===== src/rtl/race_scene_ctrl.sv =====
// Racing-game VGA scene controller: paints verges, road and car sprite, then
// services left/right/straight requests by erasing, moving and redrawing the car.
module race_scene_ctrl #(
    parameter int SCR_W   = 160,
    parameter int SCR_H   = 120,
    parameter int XW      = 8,
    parameter int YW      = 7,
    parameter int GRASS_W = 30,
    parameter int CAR_W   = 5,
    parameter int CAR_H   = 13,
    parameter int CAR_Y   = 105,
    parameter int STEP    = 4,
    parameter int CW      = 3,
    parameter logic [CW-1:0] C_GRASS = 3'b010,
    parameter logic [CW-1:0] C_ROAD  = 3'b000,
    parameter logic [CW-1:0] C_CAR   = 3'b100
) (
    input  logic          clock,
    input  logic          reset,
    input  logic          start,
    input  logic          left,
    input  logic          right,
    input  logic          straight,
    output logic [XW-1:0] x,
    output logic [YW-1:0] y,
    output logic [CW-1:0] colour,
    output logic          plot,
    output logic          ready,
    output logic          done,
    output logic [XW-1:0] car_x
);

    localparam int XW1 = XW + 1;
    localparam logic [XW-1:0] X_LAST     = XW'(SCR_W - 1);
    localparam logic [YW-1:0] Y_LAST     = YW'(SCR_H - 1);
    localparam logic [XW-1:0] SPR_X_LAST = XW'(CAR_W - 1);
    localparam logic [YW-1:0] SPR_Y_LAST = YW'(CAR_H - 1);
    localparam logic [XW-1:0] X_MIN      = XW'(GRASS_W);
    localparam logic [XW-1:0] X_MAX      = XW'(SCR_W - GRASS_W - CAR_W);
    localparam logic [XW-1:0] X_HOME     = XW'((SCR_W - CAR_W) / 2);
    localparam logic [XW-1:0] ROAD_END   = XW'(SCR_W - GRASS_W);
    localparam logic [YW-1:0] SPR_TOP    = YW'(CAR_Y);

    typedef enum logic [3:0] {
        S_BG, S_DONE_BG, S_DRAW_CAR, S_DONE_CAR, S_IDLE, S_WAIT_MOVE,
        S_ERASE, S_UPDATE, S_DRAW_MV, S_DONE_MV, S_ACK
    } state_t;

    state_t        state_q;
    logic [XW-1:0] cx_q;
    logic [YW-1:0] cy_q;
    logic [XW-1:0] car_x_q;
    logic          dir_left_q;
    logic [XW-1:0] x_q;
    logic [YW-1:0] y_q;
    logic [CW-1:0] colour_q;
    logic          plot_q;
    logic          ready_q;
    logic          done_q;

    // One extra bit so a step below column 0 shows up as a borrow, not a wrap.
    function automatic logic [XW-1:0] move_left(input logic [XW-1:0] cur);
        logic [XW:0] diff;
        diff = {1'b0, cur} - XW1'(STEP);
        if (diff[XW] || (diff < XW1'(GRASS_W)))
            return X_MIN;
        return diff[XW-1:0];
    endfunction

    function automatic logic [XW-1:0] move_right(input logic [XW-1:0] cur);
        logic [XW:0] sum;
        sum = {1'b0, cur} + XW1'(STEP);
        if (sum > {1'b0, X_MAX})
            return X_MAX;
        return sum[XW-1:0];
    endfunction

    always_ff @(posedge clock) begin
        if (reset) begin
            state_q    <= S_BG;
            cx_q       <= '0;
            cy_q       <= '0;
            car_x_q    <= X_HOME;
            dir_left_q <= 1'b0;
            x_q        <= '0;
            y_q        <= '0;
            colour_q   <= '0;
            plot_q     <= 1'b0;
            ready_q    <= 1'b0;
            done_q     <= 1'b0;
        end else begin
            plot_q  <= 1'b0;
            done_q  <= 1'b0;
            ready_q <= 1'b0;
            case (state_q)
                S_BG: begin
                    x_q      <= cx_q;
                    y_q      <= cy_q;
                    colour_q <= (cx_q < X_MIN || cx_q >= ROAD_END) ? C_GRASS : C_ROAD;
                    plot_q   <= 1'b1;
                    if (cx_q == X_LAST) begin
                        cx_q <= '0;
                        if (cy_q == Y_LAST) begin
                            cy_q    <= '0;
                            state_q <= S_DONE_BG;
                        end else begin
                            cy_q <= cy_q + 1'b1;
                        end
                    end else begin
                        cx_q <= cx_q + 1'b1;
                    end
                end
                S_DRAW_CAR, S_ERASE, S_DRAW_MV: begin
                    x_q      <= car_x_q + cx_q;
                    y_q      <= SPR_TOP + cy_q;
                    colour_q <= (state_q == S_ERASE) ? C_ROAD : C_CAR;
                    plot_q   <= 1'b1;
                    if (cx_q == SPR_X_LAST) begin
                        cx_q <= '0;
                        if (cy_q == SPR_Y_LAST) begin
                            cy_q <= '0;
                            if (state_q == S_ERASE)
                                state_q <= S_UPDATE;
                            else if (state_q == S_DRAW_CAR)
                                state_q <= S_DONE_CAR;
                            else
                                state_q <= S_DONE_MV;
                        end else begin
                            cy_q <= cy_q + 1'b1;
                        end
                    end else begin
                        cx_q <= cx_q + 1'b1;
                    end
                end
                S_DONE_BG: begin
                    done_q  <= 1'b1;
                    state_q <= S_DRAW_CAR;
                end
                S_DONE_CAR: begin
                    done_q  <= 1'b1;
                    state_q <= S_IDLE;
                end
                S_IDLE: begin
                    if (start) begin
                        ready_q <= 1'b1;
                        state_q <= S_WAIT_MOVE;
                    end
                end
                S_WAIT_MOVE: begin
                    // Both directions at once cancel out and count as straight.
                    if (left && right) begin
                        state_q <= S_ACK;
                    end else if (left) begin
                        dir_left_q <= 1'b1;
                        state_q    <= S_ERASE;
                    end else if (right) begin
                        dir_left_q <= 1'b0;
                        state_q    <= S_ERASE;
                    end else if (straight) begin
                        state_q <= S_ACK;
                    end else begin
                        ready_q <= 1'b1;
                    end
                end
                S_UPDATE: begin
                    car_x_q <= dir_left_q ? move_left(car_x_q) : move_right(car_x_q);
                    state_q <= S_DRAW_MV;
                end
                S_DONE_MV, S_ACK: begin
                    done_q  <= 1'b1;
                    ready_q <= 1'b1;
                    state_q <= S_WAIT_MOVE;
                end
                default: state_q <= S_BG;
            endcase
        end
    end

    assign x      = x_q;
    assign y      = y_q;
    assign colour = colour_q;
    assign plot   = plot_q;
    assign ready  = ready_q;
    assign done   = done_q;
    assign car_x  = car_x_q;

endmodule


===== config.mk =====
export PLATFORM = sky130hd
export DESIGN_NAME = race_scene_ctrl
export DESIGN_NICKNAME = d
export VERILOG_FILES = /design/src/rtl/race_scene_ctrl.sv
export SDC_FILE = /design/constraint.sdc
export NUM_CORES = 1
export LEC_CHECK = 0
export CAP_MARGIN = 20
export CORE_UTILIZATION = 24
export DETAILED_ROUTE_END_ITERATION = 12
export PLACE_DENSITY = 0.47
export SETUP_SLACK_MARGIN = 0.2
export SYNTH_ARGS = -nofsm -noshare
export SYNTH_HDL_FRONTEND = slang
export SYNTH_SLANG_ARGS = --single-unit

===== constraint.sdc =====
create_clock -name clock -period 4.26 [get_ports clock]
set_input_delay 0.426 -clock clock [delete_from_list [all_inputs] [get_ports clock]]
set_output_delay 0.426 -clock clock [all_outputs]
set_load 0.05 [all_outputs]

# ---- After elaboration in Yosys (flattened, before gate mapping)
# Cells that the tools add are included.
dict set report totals {
  register_bits 49
  latchBits 0
  ramBits 0
  rom_bits 0
  mem_count 0
}
dict set report classes {
  n_addsub 6
  mul 0
  div 0
  n_lt_le_gt_ge 4
  eq_ne 20
  shift 0
  mux 46
  bitwise 1
  reduce_logical 13
}
# cell n
set ops {}
lappend ops {{two-way mux 8 bit} 7}
lappend ops {{two-way mux 4 bit} 11}
lappend ops {{one-hot mux 4 bit (8 select lines)} 1}
lappend ops {{one-hot mux 8 bit (2 select lines)} 2}
lappend ops {{two-way mux 7 bit} 4}
lappend ops {{one-hot mux 7 bit (2 select lines)} 2}
lappend ops {{== test 4 x 3 -> 1 bit (second input constant)} 4}
lappend ops {{two-way mux 1 bit} 15}
lappend ops {{== test 4 bit (second input constant)} 3}
lappend ops {{inequality test 2 bit (second input constant)} 5}
lappend ops {{adder 8 x 3 -> 9 bit (second input constant)} 1}
lappend ops {{> comparator 9 x 7 -> 1 bit (second input constant)} 1}
lappend ops {{< comparator 9 x 5 -> 1 bit (second input constant)} 1}
lappend ops {{subtractor 8 x 3 -> 9 bit (second input constant)} 1}
lappend ops {{adder 8 x 1 -> 8 bit (second input constant)} 1}
lappend ops {{adder 8 bit} 1}
lappend ops {{== test 4 x 2 -> 1 bit (second input constant)} 2}
lappend ops {{== test 8 x 3 -> 1 bit (second input constant)} 1}
lappend ops {{== test 8 bit (second input constant)} 1}
lappend ops {{greater-or-equal comparator 8 bit (second input constant)} 1}
lappend ops {{< comparator 8 x 5 -> 1 bit (second input constant)} 1}
lappend ops {{OR reduction 4 bit} 2}
lappend ops {{adder 7 x 1 -> 7 bit (second input constant)} 1}
lappend ops {{adder 7 bit (first input constant)} 1}
lappend ops {{other kinds (17)} 20}

# ---- Depth between registers and ports, before layout
# Gate-level depths: netlist (run 1).
dict set report logic_depth {
  ltp_word 8
  mapped_depth 8
  mapped_depth_nobuf 8
}

# ---- Worst setup path after synthesis (run 1)
# Ideal clock, no wire load.
dict set report synth_path {
  path_kind {reg-to-reg}
  from {reg car_x_q[2], in the netlist car_x[2]}
  to {reg x_q[7], in the netlist x[7]}
  arrival_ns 2.267
  required_time_ns 4.144
  setup_slack_ns 1.876
  path_stages_with_launch 7
  cell_sequence {dfxtp_1 ha_1 o21ai_0 o21a_1 or4_1 a211o_1 o211a_1}
}
dict set report synth_between {
  elab_chain_cells 2
}
# element line_no
set synth_rtl {}
lappend synth_rtl {{start: declaration} 52} ;# logic [XW-1:0] car_x_q;
lappend synth_rtl {{start signal: assignment} 166} ;# car_x_q <= dir_left_q ? move_left(car_x_q) : move_right(car_x_q);
lappend synth_rtl {{adder 8 bit} 114} ;# x_q <= car_x_q + cx_q;
lappend synth_rtl {{one-hot mux 8 bit (2 select lines)} 95} ;# case (state_q)
lappend synth_rtl {{end signal: assignment} 97} ;# x_q <= cx_q;
lappend synth_rtl {{end signal: assignment} 114}
lappend synth_rtl {{end: declaration} 54} ;# logic [XW-1:0] x_q;
# Every way passes these cells.
# A chain may end at the register's enable or synchronous reset.

# ---- Worst setup path in the final report (run 1)
dict set report layout_path {
  from {reg state_q[1]}
  to {reg cy_q[5]}
}
dict set report layout_between {
  elab_chain_cells 4
  word_cells_on_any_way 10
  classes_between {eq/ne: 5; mux: 1; reduce/logical: 4}
}
# element line_no
set layout_rtl {}
lappend layout_rtl {{start: declaration} 49} ;# state_t state_q;
lappend layout_rtl {{start signal: assignment} 80} ;# state_q <= S_BG;
lappend layout_rtl {{start signal: assignment} 105} ;# state_q <= S_DONE_BG;
lappend layout_rtl {{start signal: assignment} 123} ;# state_q <= S_UPDATE;
lappend layout_rtl {{== test 4 x 3 -> 1 bit, or another cell as far along} 95}
lappend layout_rtl {{OR reduction 3 bit} 95}
lappend layout_rtl {{inequality test 2 bit (no source line) or nonzero test 2 bit (tied branches)} -}
lappend layout_rtl {{AND reduction 3 bit (no source line)} -}
lappend layout_rtl {{end signal: assignment} 107} ;# cy_q <= cy_q + 1'b1;
lappend layout_rtl {{end signal: assignment} 129} ;# cy_q <= cy_q + 1'b1;
lappend layout_rtl {{end: declaration} 51} ;# logic [YW-1:0] cy_q;
# Parallel ways exist; a longest one is shown, timed or not.

==> impl_metrics.env, run 1 <==
export IMPL_cp_start_kind="flip-flop"
export IMPL_fin_tns_setup_ps=0
export IMPL_rr_startpoint="state_q[1]"
export IMPL_synth_yosys_warnings=0
export IMPL_cts_sinks=48
export IMPL_grt_max_degree=39
export IMPL_clock_path_buffers=2
export IMPL_core_um2=13200
export IMPL_layout_commonest_cell="dfxtp_1"
export IMPL_start_util_pct=24.5
export IMPL_hold_worst_slack_ps=454
export IMPL_vias=2954
export IMPL_ctsResizeCount=0
export IMPL_synth_cell_types=70
export IMPL_fin_crit_ps=2600
export IMPL_clk_pin_slew_ps=70
export IMPL_rr_endpoint="cy_q[5]"
export IMPL_layout_common_cells="48 x dfxtp_1, 35 x nor2_1, 33 x clkdlybuf4s50_1"
export IMPL_critPathCapture="cy_q[5]"
export IMPL_first_iter_violations=148
export IMPL_gp_congestion=0.793
export IMPL_syn_inst=398
export IMPL_seq_area_um2=961
export IMPL_rr_worst_depth=4
export IMPL_synth_edf_count=0
export IMPL_grt_usage_pct=13.4
export IMPL_path_max_fanout=21
export IMPL_async_flop_share_pct=0
export IMPL_slew_violations=0
export IMPL_synth_flop_cell="dfxtp_1"
export IMPL_antenna_found_initial=0
export IMPL_critPathKind="flip-flop to flip-flop"
export IMPL_fillers=1396
export IMPL_multi_input_area_um2=2060
export IMPL_grt_pass1_vias=2910
export IMPL_grt_pass1_wl_um=15000
export IMPL_ant_nets=0
export IMPL_status="completed"
export IMPL_instances_no_fill=588
export IMPL_finalCritPeriodShare_pct=61.1
export IMPL_rows=42
export IMPL_die_x_um=118
export IMPL_max_stage_delay_ps=840
export IMPL_port_buffers=33
export IMPL_io_pins=35
export IMPL_drc=0
export IMPL_cp_depth=4
export IMPL_worst_slew_pin_slew_ps=897
export IMPL_synth_area_um2=3230
export IMPL_num_antenna_cells=0
export IMPL_setup_ws_ps=1660
export IMPL_drt_total_wl_um=8850
export IMPL_placed_area_um2=3650
export IMPL_crit_buf_inv=0
export IMPL_hold_viol=0
export IMPL_p_leak_nw=1.41
export IMPL_reg2reg_slack_ps=1660
export IMPL_synth_nets=421
export IMPL_final_nets=435
export IMPL_ctsHoldBuffers=0
export IMPL_finalSetupViolations=0
export IMPL_vias_per_cell=5.02
export IMPL_dp_hpwl_um=6170
export IMPL_rsz0062_at_grt="no"
export IMPL_die_area_um2=13900
export IMPL_final_core_util_pct=29.1
export IMPL_powerDensity_nw_per_um2=270
export IMPL_setup_worst_path_end_class="flip-flop"
export IMPL_ir_drop_mv=0.136
export IMPL_postCtsSetupRepairBufs=0
export IMPL_path_cells="or4_1 > o31ai_2 > nand4b_1 > a21oi_1"
export IMPL_dpl_worst_slack_ps=1660
export IMPL_crit_family="compound AO/OA/AOI/OAI gates"
export IMPL_crit_start="state_q[1]"
export IMPL_total_power_mw=1.04
export IMPL_crit_slowest_cell="o31ai_2"
export IMPL_syn2layout_area_growth_pct=18.9
export IMPL_relSlewSlack_pct=39.8
export IMPL_seq_area_frac_synth_pct=29.8
export IMPL_syn_area_per_cell_um2=8.11
export IMPL_crit_required_ps=4490
export IMPL_fmax_mhz=384
export IMPL_dr_pass1_iters=4
export IMPL_synth_seq_cells=48
export IMPL_layout_drive_gt1_share_pct=6.07
export IMPL_grt_overflow=0
export IMPL_placed_cells=581
export IMPL_crit_arrival_ps=2830
export IMPL_min_delay_path_class="flip-flop to flip-flop"
export IMPL_numCtsBuffers=5
export IMPL_finalClockSkew_ps=6.54
export IMPL_cts_tree="built"
export IMPL_clock_latency_ps=290
export IMPL_root_buffer="clkbuf_16"
export IMPL_htree_levels=2
export IMPL_die_y_um=118
export IMPL_post_drt_wl_per_cell_um=15.1
export IMPL_stdcell_area_um2=3840
export IMPL_max_cap_viol_count=0
==> synth_stat cells, types with 5 or more instances <==
cell type | number | area (um2)
nand4_1 | 5 | 31.3
o21ai_0 | 28 | 140
inv_1 | 15 | 56.3
o21a_1 | 6 | 45.0
ha_1 | 16 | 200
and3_1 | 5 | 31.3
a211oi_1 | 7 | 52.6
nor3_1 | 22 | 110
dfxtp_1 | 48 | 961
clkbuf_1 | 17 | 63.8
a22oi_1 | 7 | 52.6
nor2_1 | 35 | 131
nor3b_1 | 5 | 37.5
nand2_1 | 23 | 86.3
nand2b_1 | 8 | 50.1
xor2_1 | 6 | 52.6
a31oi_1 | 6 | 37.5
a21oi_1 | 26 | 130
nand3_1 | 7 | 35.0
xnor2_1 | 10 | 87.6
a221oi_1 | 5 | 43.8
==> final cells by class <==
| class | instances | area share (%) |
|---|---|---|
| repair buffers | 35 | 9.00 |
| inverters | 17 | 1.66 |
| clock buffers | 5 | 3.26 |
| flip-flops and latches | 48 | 25.0 |
| clock inverters | 2 | 1.57 |
| well taps | 176 | 5.74 |
| multi-input cells | 305 | 53.7 |
==> power by group <==
part           total (mW)  internal, mW  switching [mW]
clock network       0.510         0.333           0.177
registers           0.462         0.454         0.00844
logic              0.0648        0.0247          0.0401
==> worst min-delay path, cell delays in order, from the launching register on <==
cell	delay [ps]
dfxtp_1	310
nand2_1	50
a21oi_1	50
==> registers in the layout (all words and copies together), names as in the netlist <==
name	count
dir_left_q	1
car_x	8
colour	2
plot	1
ready	1
cx_q	8
state_q	4
done	1
y	7
x	8
cy_q	7
==> cells by family (layout without fill, tap and decap cells) <==
| logic type | after synthesis | in the layout | synth area share, % |
|---|---|---|---|
| AND/OR/NAND/NOR | 146 | 146 | 25.1 |
| AO/OA/AOI/OAI | 121 | 121 | 26.0 |
| flip-flops | 48 | 48 | 29.8 |
| buffers and inverters | 45 | 59 | 6.55 |
| adder cells (fa/ha/maj) | 17 | 17 | 6.82 |
| XOR/XNOR | 16 | 16 | 4.34 |
| multiplexers | 4 | 4 | 1.32 |
| other | 1 | 1 | 0.116 |
==> metal layers <==
layer / global-route usage (%) / wire length, um
met1: 17.5 / 4290
met2: 21.5 / 4080
met3: 2.96 / 360
met4: 4.57 / 121
met5: 0 / 0
==> how the worst min path moves through the flow <==
stage                       start       to  slack [ps]  depth (start not counted)
after floorplan           cy_q[6]  cy_q[6]         490                          2
after global placement       y[6]     y[6]         450                          2
after detailed placement     y[6]     y[6]         450                          2
after CTS                    y[6]     y[6]         460                          2
after global routing         y[6]     y[6]         480                          2
final                        y[6]     y[6]         450                          2
Power figures use the tool's default switching activity.
==> run 2: changes to the inputs <==
--- a/config.mk
+++ b/config.mk
@@ -8,7 +8,7 @@
 export CAP_MARGIN = 20
 export CORE_UTILIZATION = 24
 export DETAILED_ROUTE_END_ITERATION = 12
-export PLACE_DENSITY = 0.47
+export PLACE_DENSITY = 0.48
 export SETUP_SLACK_MARGIN = 0.2
 export SYNTH_ARGS = -nofsm -noshare
 export SYNTH_HDL_FRONTEND = slang
==> constraint.sdc (replaced) <==
create_clock -name clock -period 2.2 [get_ports clock]
set_input_delay 0.22 -clock clock [delete_from_list [all_inputs] [get_ports clock]]
set_output_delay 0.22 -clock clock [all_outputs]
set_load 0.05 [all_outputs]
==> run 2 against run 1 <==
Against the previous run: power up 83%; utilization increased by 3.7 points; final cell count is 6.6% higher; die area unchanged; clock skew rose by 1.4 ps; count of clock-buffer cells in the layout increased by 1; worst hold slack got worse by 0.53 ps; global-route usage is 0.22 points higher; worst setup slack worse by 1400 ps; design area rose by 13%; largest power group is now sequential cells; highest routed layer unchanged.
==> impl_metrics.env, run 2 (synthesis gave the netlist of run 1 again) <==
export IMPL_setup_ws_ps=237
export IMPL_fillers=1366
export IMPL_fin_crit_ps=1960
export IMPL_antenna_found_initial=0
export IMPL_dr_pass1_iters=4
export IMPL_max_stage_delay_ps=400
export IMPL_syn2layout_area_growth_pct=34.1
export IMPL_crit_arrival_ps=2160
export IMPL_hold_worst_slack_ps=453
export IMPL_relSlewSlack_pct=65.9
export IMPL_fin_tns_setup_ps=0
export IMPL_vias_per_cell=5.01
export IMPL_grt_pass1_vias=3062
export IMPL_p_comb_share_pct=8.8
export IMPL_final_nets=473
export IMPL_first_iter_violations=106
export IMPL_crit_start="car_x[0]"
export IMPL_vias=3142
export IMPL_min_delay_path_class="flip-flop to flip-flop"
export IMPL_crit_required_ps=2400
export IMPL_path_max_fanout=4
export IMPL_root_buffer="clkbuf_16"
export IMPL_rows=42
export IMPL_grt_util_met2_pct=23.1
export IMPL_core_um2=13200
export IMPL_io_pins=35
export IMPL_finalSetupViolations=0
export IMPL_status="completed"
export IMPL_rr_startpoint="car_x[0]"
export IMPL_port_buffers=33
export IMPL_dpl_worst_slack_ps=3.82
export IMPL_p_leak_nw=1.61
export IMPL_path_cells="ha_2 > inv_1 > fa_1 > nor2b_2 > o21a_1 > o211a_1 > nor3_1 > o32ai_1"
export IMPL_drt_total_wl_um=9490
export IMPL_post_drt_wl_per_cell_um=15.1
export IMPL_gp_congestion=0.848
export IMPL_die_area_um2=13900
export IMPL_switching_share_pct=24.2
export IMPL_grt_busiest_layer="met2"
export IMPL_layout_commonest_cell="buf_4"
export IMPL_dp_hpwl_um=6710
export IMPL_slew_violations=0
export IMPL_total_power_mw=1.89
export IMPL_crit_slowest_cell="fa_1"
export IMPL_clock_latency_ps=290
export IMPL_drc=0
export IMPL_internal_power_mw=1.44
export IMPL_cp_start_kind="flip-flop"
export IMPL_crit_buf_inv=1
export IMPL_ir_drop_mv=0.314
export IMPL_crit_family="adder cells"
export IMPL_clk_pin_slew_ps=70
export IMPL_grt_usage_pct=13.6
export IMPL_num_antenna_cells=0
export IMPL_clkPwrFrac_pct=44.5
export IMPL_final_core_util_pct=32.8
export IMPL_grt_max_degree=38
export IMPL_die_y_um=118
export IMPL_grt_pass1_wl_um=15400
export IMPL_powerDensity_nw_per_um2=437
export IMPL_fmax_mhz=509
export IMPL_rsz0062_at_grt="yes"
export IMPL_die_x_um=118
export IMPL_p_sw_mw=0.457
export IMPL_cts_sinks=48
export IMPL_grt_overflow=0
export IMPL_start_util_pct=24.5
export IMPL_clock_path_buffers=2
export IMPL_finalClockSkew_ps=7.96
export IMPL_hold_viol=0
export IMPL_layout_common_cells="39 x buf_4, 35 x nor2_1, 35 x dfxtp_1"
export IMPL_numCtsBuffers=5
export IMPL_ant_nets=0
export IMPL_worstHoldStart="y[6]"
export IMPL_htree_levels=2
export IMPL_use_met1_pct=17.5
export IMPL_critPathKind="flip-flop to flip-flop"
export IMPL_setup_worst_path_end_class="flip-flop"
export IMPL_finalCritPeriodShare_pct=89.2
export IMPL_worst_slew_pin_slew_ps=510
export IMPL_cts_tree="built"
export IMPL_grt_use_met3_pct=2.47
export IMPL_max_cap_viol_count=0
export IMPL_pwr_share_seq_pct=46.7
export IMPL_layout_drive_gt1_share_pct=21.5
-- run 2: cell types whose count changed in the layout (fill, tap and decap cells not counted), sizes merged --
| cell | before | now |
|---|---|---|
| dlygate4sd2 | 0 | 1 |
| clkinvlp | 0 | 1 |
| clkdlybuf4s50 | 33 | 32 |
| buf | 2 | 40 |
| bufinv | 2 | 0 |
| clkbuf | 5 | 6 |
| clkinv | 2 | 3 |
-- run 2: power by group through the flow --
stage                     combinational [mW]  clock (mW)  sequential, mW
after global placement                 0.146           0           0.902
after floorplan                       0.0716           0           0.921
final                                  0.166       0.843           0.884
after detailed placement               0.146           0           0.902
after global routing                   0.181       0.912           0.886
after CTS                              0.149       0.870           0.882
-- run 2: path summary, 6_finish.rpt --
check             endpoint  slack, ps  cells past startpoint
hold reg to reg       y[6]        450                      2
hold / removal        y[6]        450                      2
setup reg to reg      x[6]        240                      8
setup / recovery      x[6]        240                      8
-- run 2: per-stage QoR --
step | instances | instance area [um2]
floorplan | 398 | 3270
global placement | 610 | 3910
detailed placement | 610 | 3910
CTS | 620 | 4110
global route | 627 | 4330
finish | 627 | 4330
-- run 2: layer usage --
| metal | part of all wire, % | wire length [um] |
|---|---|---|
| met2 | 48 | 4580 |
| met5 | 0 | 0 |
| met3 | 3.8 | 362 |
| met4 | 0.91 | 86 |
| met1 | 47 | 4460 |
-- run 2: worst register-to-register path: cells and delay by family, from the launching register on --
kind / cells / cell delay, ps
compound gates: 3 / 610
fa+ha+maj: 2 / 620
buf+inv: 1 / 60
flops: 1 / 370
simple gates: 2 / 200
-- run 2: area by class of cell --
type	instances	area [um2]	area share, %
multi-input combinational	305	2260	52.3
sequential	48	987	22.8
timing repair buffer	73	633	14.6
inverter	17	63.8	1.47
clock inverter	2	12.5	0.289
clock buffer	6	150	3.47
tap	176	220	5.09
-- run 2: timing repair --
action	4_1_cts	5_1_grt
pin swaps	1	7
setup endpoints to repair	9	24
hold buffers	0	0
buffers inserted	2	7
gates resized for setup	7	29
